File: config.mk
export PLATFORM = sky130hd
export DESIGN_NAME = seg_display_decoder
export DESIGN_NICKNAME = d
export VERILOG_FILES = /design/src/rtl/seg_display_decoder.sv
export SDC_FILE = /design/constraint.sdc
export NUM_CORES = 1
export LEC_CHECK = 0
export BUFFER_PORTS_ARGS = -buffer_cell sky130_fd_sc_hd__buf_2
export CAP_MARGIN = 25
export CORE_ASPECT_RATIO = 0.6
export CORE_MARGIN = 3
export CORE_UTILIZATION = 50
export DETAILED_ROUTE_END_ITERATION = 10
export MAX_ROUTING_LAYER = met4
export PLACE_DENSITY = 0.69
export SLEW_MARGIN = 10
export SYNTH_ARGS = -nofsm -noshare
export SYNTH_HDL_FRONTEND = slang
export SYNTH_SLANG_ARGS = --single-unit
export TNS_END_PERCENT = 20
File: constraint.sdc
create_clock -name clk -period 3.25 [get_ports clk]
set_input_delay 0.325 -clock clk [delete_from_list [all_inputs] [get_ports clk]]
set_output_delay 0.325 -clock clk [all_outputs]
set_load 0.1 [all_outputs]
File: src/rtl/seg_display_decoder.sv
// seg_display_decoder: receiver for a time-multiplexed 4-digit seven-segment bus.
// Waits for each anode strobe to settle, decodes the glyph back to a digit code
// and publishes complete 4-digit frames with error and change flags.
//
// state       | meaning
// ------------+-----------------------------------------------------------
// ST_IDLE     | no valid strobe on the bus, counter held at 0
// ST_SETTLE   | valid strobe seen, counting consecutive stable cycles
// ST_CAPTURED | current strobe already captured, waiting for the bus to change
module seg_display_decoder #(
    parameter int SETTLE_CYCLES  = 4,
    parameter bit SEG_ACTIVE_LOW = 1'b1,
    parameter bit AN_ACTIVE_LOW  = 1'b1
) (
    input  logic        clk,
    input  logic        reset,
    input  logic [6:0]  segment,
    input  logic [3:0]  an,
    input  logic        dp,
    output logic [15:0] digits,
    output logic [3:0]  dp_mask,
    output logic [3:0]  digit_err,
    output logic        frame_valid,
    output logic        value_changed
);

    localparam logic [7:0] SETTLE_C = 8'(SETTLE_CYCLES);

    typedef enum logic [1:0] {
        ST_IDLE     = 2'd0,
        ST_SETTLE   = 2'd1,
        ST_CAPTURED = 2'd2
    } state_t;

    logic [6:0]  seg_norm;
    logic [3:0]  an_norm;
    logic        dp_norm;

    logic [6:0]  seg_q, seg_prev_q;
    logic [3:0]  an_q, an_prev_q;
    logic        dp_q, dp_prev_q;

    state_t      state_q;
    logic [7:0]  cnt_q;

    logic [15:0] shadow_code_q;
    logic [3:0]  shadow_dp_q;
    logic [3:0]  shadow_err_q;
    logic [3:0]  mask_q, mask_d;

    logic [15:0] digits_q;
    logic [3:0]  dp_mask_q;
    logic [3:0]  digit_err_q;
    logic        frame_valid_q;
    logic        value_changed_q;

    logic        strobe_valid;
    logic        bus_changed;
    logic        settle_one;
    logic        capture;
    logic        publish;
    logic [1:0]  idx;
    logic [3:0]  code_dec;
    logic        err_dec;

    assign seg_norm = SEG_ACTIVE_LOW ? ~segment : segment;
    assign dp_norm  = SEG_ACTIVE_LOW ? ~dp      : dp;
    assign an_norm  = AN_ACTIVE_LOW  ? ~an      : an;

    // Single input register stage plus a one-cycle history for stability checks
    always_ff @(posedge clk or negedge reset) begin
        if (!reset) begin
            seg_q      <= '0;
            an_q       <= '0;
            dp_q       <= 1'b0;
            seg_prev_q <= '0;
            an_prev_q  <= '0;
            dp_prev_q  <= 1'b0;
        end else begin
            seg_q      <= seg_norm;
            an_q       <= an_norm;
            dp_q       <= dp_norm;
            seg_prev_q <= seg_q;
            an_prev_q  <= an_q;
            dp_prev_q  <= dp_q;
        end
    end

    // Strobe qualification, anode index and change detection
    always_comb begin
        strobe_valid = (an_q != 4'd0) && ((an_q & (an_q - 4'd1)) == 4'd0);
        bus_changed  = (an_q != an_prev_q) || (seg_q != seg_prev_q) || (dp_q != dp_prev_q);
        settle_one   = (SETTLE_C == 8'd1);
        idx          = 2'd0;
        case (an_q)
            4'b0010: idx = 2'd1;
            4'b0100: idx = 2'd2;
            4'b1000: idx = 2'd3;
            default: idx = 2'd0;
        endcase
    end

    // Glyph to digit code; blank is legal and decodes to F
    always_comb begin
        code_dec = 4'hE;
        err_dec  = 1'b1;
        case (seg_q)
            7'h3F: begin code_dec = 4'h0; err_dec = 1'b0; end
            7'h06: begin code_dec = 4'h1; err_dec = 1'b0; end
            7'h5B: begin code_dec = 4'h2; err_dec = 1'b0; end
            7'h4F: begin code_dec = 4'h3; err_dec = 1'b0; end
            7'h66: begin code_dec = 4'h4; err_dec = 1'b0; end
            7'h6D: begin code_dec = 4'h5; err_dec = 1'b0; end
            7'h7D: begin code_dec = 4'h6; err_dec = 1'b0; end
            7'h07: begin code_dec = 4'h7; err_dec = 1'b0; end
            7'h7F: begin code_dec = 4'h8; err_dec = 1'b0; end
            7'h6F: begin code_dec = 4'h9; err_dec = 1'b0; end
            7'h00: begin code_dec = 4'hF; err_dec = 1'b0; end
            default: begin code_dec = 4'hE; err_dec = 1'b1; end
        endcase
    end

    // Capture fires on the cycle the settle count reaches SETTLE_CYCLES; a fresh
    // strobe counts as 1, so a threshold of 1 captures immediately
    always_comb begin
        capture = 1'b0;
        case (state_q)
            ST_IDLE:     capture = strobe_valid && settle_one;
            ST_SETTLE:   capture = strobe_valid &&
                                   (bus_changed ? settle_one : ((cnt_q + 8'd1) == SETTLE_C));
            ST_CAPTURED: capture = strobe_valid && bus_changed && settle_one;
            default:     capture = 1'b0;
        endcase
        publish = (mask_q == 4'hF);
        mask_d  = (publish ? 4'h0 : mask_q) | (capture ? an_q : 4'h0);
    end

    // Strobe settle FSM
    always_ff @(posedge clk or negedge reset) begin
        if (!reset) begin
            state_q <= ST_IDLE;
            cnt_q   <= '0;
        end else begin
            case (state_q)
                ST_IDLE: begin
                    if (capture) begin
                        state_q <= ST_CAPTURED;
                        cnt_q   <= '0;
                    end else if (strobe_valid) begin
                        state_q <= ST_SETTLE;
                        cnt_q   <= 8'd1;
                    end else begin
                        cnt_q   <= '0;
                    end
                end
                ST_SETTLE: begin
                    if (!strobe_valid) begin
                        state_q <= ST_IDLE;
                        cnt_q   <= '0;
                    end else if (capture) begin
                        state_q <= ST_CAPTURED;
                        cnt_q   <= '0;
                    end else if (bus_changed) begin
                        cnt_q   <= 8'd1;
                    end else begin
                        cnt_q   <= cnt_q + 8'd1;
                    end
                end
                ST_CAPTURED: begin
                    if (bus_changed) begin
                        if (!strobe_valid) begin
                            state_q <= ST_IDLE;
                            cnt_q   <= '0;
                        end else if (capture) begin
                            state_q <= ST_CAPTURED;
                            cnt_q   <= '0;
                        end else begin
                            state_q <= ST_SETTLE;
                            cnt_q   <= 8'd1;
                        end
                    end
                end
                default: begin
                    state_q <= ST_IDLE;
                    cnt_q   <= '0;
                end
            endcase
        end
    end

    // Shadow frame assembly; slot chosen by anode index, re-capture overwrites
    always_ff @(posedge clk or negedge reset) begin
        if (!reset) begin
            shadow_code_q <= '0;
            shadow_dp_q   <= '0;
            shadow_err_q  <= '0;
            mask_q        <= '0;
        end else begin
            mask_q <= mask_d;
            if (capture) begin
                shadow_code_q[{idx, 2'b00} +: 4] <= code_dec;
                shadow_dp_q[idx]                 <= dp_q;
                shadow_err_q[idx]                <= err_dec;
            end
        end
    end

    // Publish the completed frame one cycle after the mask fills
    always_ff @(posedge clk or negedge reset) begin
        if (!reset) begin
            digits_q        <= 16'hFFFF;
            dp_mask_q       <= '0;
            digit_err_q     <= '0;
            frame_valid_q   <= 1'b0;
            value_changed_q <= 1'b0;
        end else begin
            frame_valid_q   <= publish;
            value_changed_q <= 1'b0;
            if (publish) begin
                digits_q        <= shadow_code_q;
                dp_mask_q       <= shadow_dp_q;
                digit_err_q     <= shadow_err_q;
                value_changed_q <= ({shadow_code_q, shadow_dp_q} != {digits_q, dp_mask_q});
            end
        end
    end

    assign digits        = digits_q;
    assign dp_mask       = dp_mask_q;
    assign digit_err     = digit_err_q;
    assign frame_valid   = frame_valid_q;
    assign value_changed = value_changed_q;

endmodule

==> flow_summary.ini <==
[status]
status = complete, but fails checks
violations = negative hold slack

[die]
die_h_um = 77.44
fp.coreArea_mm2 = 0.008070
io-pin-count = 40
start_util_pct = 52.70
dieArea_mm2 = 0.009685
num_rows = 25
die_w_um = 125.1

[setup_path]
r2r_slack_ns = 0.64
cp.arrival_ns = 2.84
crit_path_max_fanout = 14
worstReg2RegEnd = shadow_err_q[0]
worstSetupPathType = reg2reg
worst_r2r_path_depth = 5
path_buf_inv = 0
endpoint_kind = flip-flop
start_kind = flip-flop
cp_slowest_cell = or3_1
crit_chain = nor4b_1, a211oi_2, or3_1, nor3_4, mux2_2
required_ns = 3.47
crit_family = simple AND/OR/NAND/NOR gates
crit_path_max_incr_delay_ns = 0.66
r2r_start = an_q[1]

[synth]
syn_area_per_cell_um2 = 10.82
synth_enable_flop_cells = 0
synth_cell_types = 53
synth.ff_latch_count = 88
ys_async_sr_fraction_pct = 100.0
ys_seq_area_share_pct = 52.25
syn-cell-area_mm2 = 0.004253
synth_fp_nets = 412
syn_inst = 393
synth-warning-count = 0
ys.flop_type = dfrtp_1

[sta]
min_period_ns = 2.614
tightest_slew_ns = 0.7798
rsz0062_at_grt = no
finalHoldViolations = 2
fin_tns_setup_ns = 0
fmax_mhz = 382.6
fin_skew_ns = 0.008321
setup_viol = 0
max_slew_margin_pct = 48.01
finalCritPeriodShare_pct = 80.42
whs_ns = -0.005743
drv_slew = 0

[cells_and_area]
syn_to_final_growth_pct = 12.68
num_antenna_cells = 0
fin_area_mm2 = 0.004792
drive_above_1_share_pct = 23.38
ff_latch_area_mm2 = 0.002222
nets = 446
n_fill_cell = 681
multiInputGateArea_mm2 = 0.001833
fin_util_pct = 59.38

[detailed_routing]
post_drt_wl_per_cell_um = 16.31
drt_iter0_markers = 155
finalWirelength_mm = 8.810
drc = 0
vias = 2988
vias_per_cell = 5.533
drtAntennaViolNets = 0
drt_pre_antenna_iters = 4

[clock_network]
clk_path_buf_depth = 2
clkSinkCount = 88
clkLatencyLatePin_ns = 0.34
cts_resized = 0
postCtsSetupBuffers = 0
htree_levels = 3
ctsRootBufferMaster = clkbuf_16
cts_inserted_buffers = 9
cts_hold_buf = 0
path_clk_slew_ns = 0.06
cts_tree = done

[global_route]
grt_pass1_vias = 2907
grt_pass1_wl_mm = 14.97
overflow = 0
grt_max_degree = 53
grtUsageTotal_pct = 20.13
antenna_found_initial = 0

[pwr]
power.density_mw_per_mm2 = 478.6
p_total_uw = 2294
power_frac_seq_pct = 49.8
p_comb_share_pct = 4.9
clock_power_share_pct = 45.3
ir_drop_mv = 0.3146
p_sw_uw = 525.0
p_int_uw = 1769
leakagePower_uw = 0.002341
sw_frac_of_total_pct = 22.89

[placement]
placed_area_mm2 = 0.004493
numPortBuffers = 39
gp_congestion = 0.8829
place_hpwl_mm = 6.369

[hold_path]
hold_path_class = in2async

[flow_run]
maxCapViolCount = 0
[how the worst max path moves through the flow]
stage	startpoint	endpoint	cells past startpoint
final	an_q[1]	shadow_err_q[0]	5
after global routing	an_q[1]	shadow_err_q[0]	5
after CTS	an_q[3]	shadow_err_q[0]	5
after detailed placement	an_q[1]	shadow_err_q[0]	5
after global placement	an_q[1]	shadow_err_q[0]	5
after floorplan	cnt_q[3]	shadow_err_q[0]	5
[placed cells by master (no fill, tap or decap), types with 3 or more instances in the layout]
master | synthesis | layout
a221o_1 | 3 | 3
nand2_1 | 82 | 82
nor3_1 | 6 | 6
ha_1 | 5 | 5
or4_4 | 5 | 5
nor3_4 | 5 | 5
nor2_1 | 17 | 17
buf_4 | 1 | 4
dfstp_2 | 16 | 16
buf_2 | 2 | 38
a32o_1 | 7 | 7
o21ai_0 | 3 | 3
nor4_4 | 3 | 3
inv_1 | 21 | 21
a21oi_1 | 6 | 6
or3_1 | 3 | 3
nor4_1 | 8 | 8
xor2_1 | 21 | 21
a22o_1 | 8 | 8
mux2_2 | 5 | 5
xnor2_1 | 16 | 16
dfrtp_1 | 72 | 72
o31ai_1 | 8 | 8
mux2_1 | 9 | 9
nand3_1 | 11 | 11
clkbuf_16 | 0 | 9
nand4_1 | 5 | 5
[worst reg2reg max path, delay by kind of cell, from the launching register on]
family	cells	cell delay, ns
compound gates	1	0.15
simple gates	3	1.49
mux	1	0.37
flops	1	0.49
[layer usage]
layer / track usage (%) / routed length (um) / vias up
met3: 5.158 / 435 / 14
met1: 29.17 / 4485 / 1475
met5: - / 0 / -
met4: 6.494 / 101 / 0
met2: 27.76 / 3788 / 73
li1: - / - / 1426
[cell families (layout without fill, tap and decap cells)]
logic type               Yosys count  count (layout)  share of synthesized area [%]
XOR/XNOR                          37              37                          7.620
multiplexers                      15              15                          3.942
AO/OA/AOI/OAI                     43              43                          8.003
buffers and inverters             41              80                          4.648
AND/OR/NAND/NOR                  164             164                          22.07
flip-flops                        88              88                          52.25
adder cells (fa/ha/maj)            5               5                          1.471
[flip-flops by register name, summed over array words and instances (netlist names)]
name,flops
frame_valid,1
cnt_q,8
mask_q,4
dp_mask,4
seg_prev_q,7
an_q,4
dp_q,1
an_prev_q,4
digits,16
shadow_code_q,16
shadow_dp_q,4
state_q,2
digit_err,4
seg_q,7
shadow_err_q,4
dp_prev_q,1
value_changed,1
[synthesized netlist by cell type (3+ instances only)]
| master | number | share of area [%] |
|---|---|---|
| a221o_1 | 3 | 0.71 |
| a32o_1 | 7 | 1.6 |
| o21ai_0 | 3 | 0.35 |
| clkbuf_1 | 9 | 0.79 |
| nor3_4 | 5 | 1.9 |
| nor4_1 | 8 | 1.2 |
| buf_6 | 5 | 1.3 |
| nand4_1 | 5 | 0.74 |
| nor2_1 | 17 | 1.5 |
| a22o_1 | 8 | 1.6 |
| mux2_2 | 5 | 1.3 |
| nor4_4 | 3 | 1.5 |
| nand2_1 | 82 | 7.2 |
| or3_1 | 3 | 0.44 |
| nor3_1 | 6 | 0.71 |
| inv_1 | 21 | 1.9 |
| dfstp_2 | 16 | 9.9 |
| a21oi_1 | 6 | 0.71 |
| mux2_1 | 9 | 2.4 |
| xor2_1 | 21 | 4.3 |
| xnor2_1 | 16 | 3.3 |
| dfrtp_1 | 72 | 42 |
| o31ai_1 | 8 | 1.4 |
| ha_1 | 5 | 1.5 |
| nand3_1 | 11 | 1.3 |
| or4_4 | 5 | 1.3 |
[layout make-up]
cell class / count / area share (%)
clock buffer: 11 / 5.065
clock inverter: 5 / 1.175
inverter: 22 / 1.723
multi-input combinational: 264 / 38.25
sequential: 88 / 46.37
tap: 108 / 2.820
timing repair buffer: 42 / 4.595
[power by group through the flow]
stage	registers (uW)	logic (uW)	clock network, uW
floorplan	1140	88.9	0
global placement	1160	111	0
detailed placement	1160	114	0
CTS	1140	115	1060
global route	1150	128	1110
finish	1140	112	1040
[through the flow]
stage	instances	worst slack (ns)	hold slack [ns]
3_5_place_dp	524	0.6646	0.4001
5_1_grt	540	0.4502	0.05988
6_report	540	0.6364	-0.005743
2_1_floorplan	393	1.039	0.02941
4_1_cts	540	0.6253	0.03262
3_3_place_gp	524	0.7486	0.3986
No activity file was read; power rests on OpenSTA's default activity.
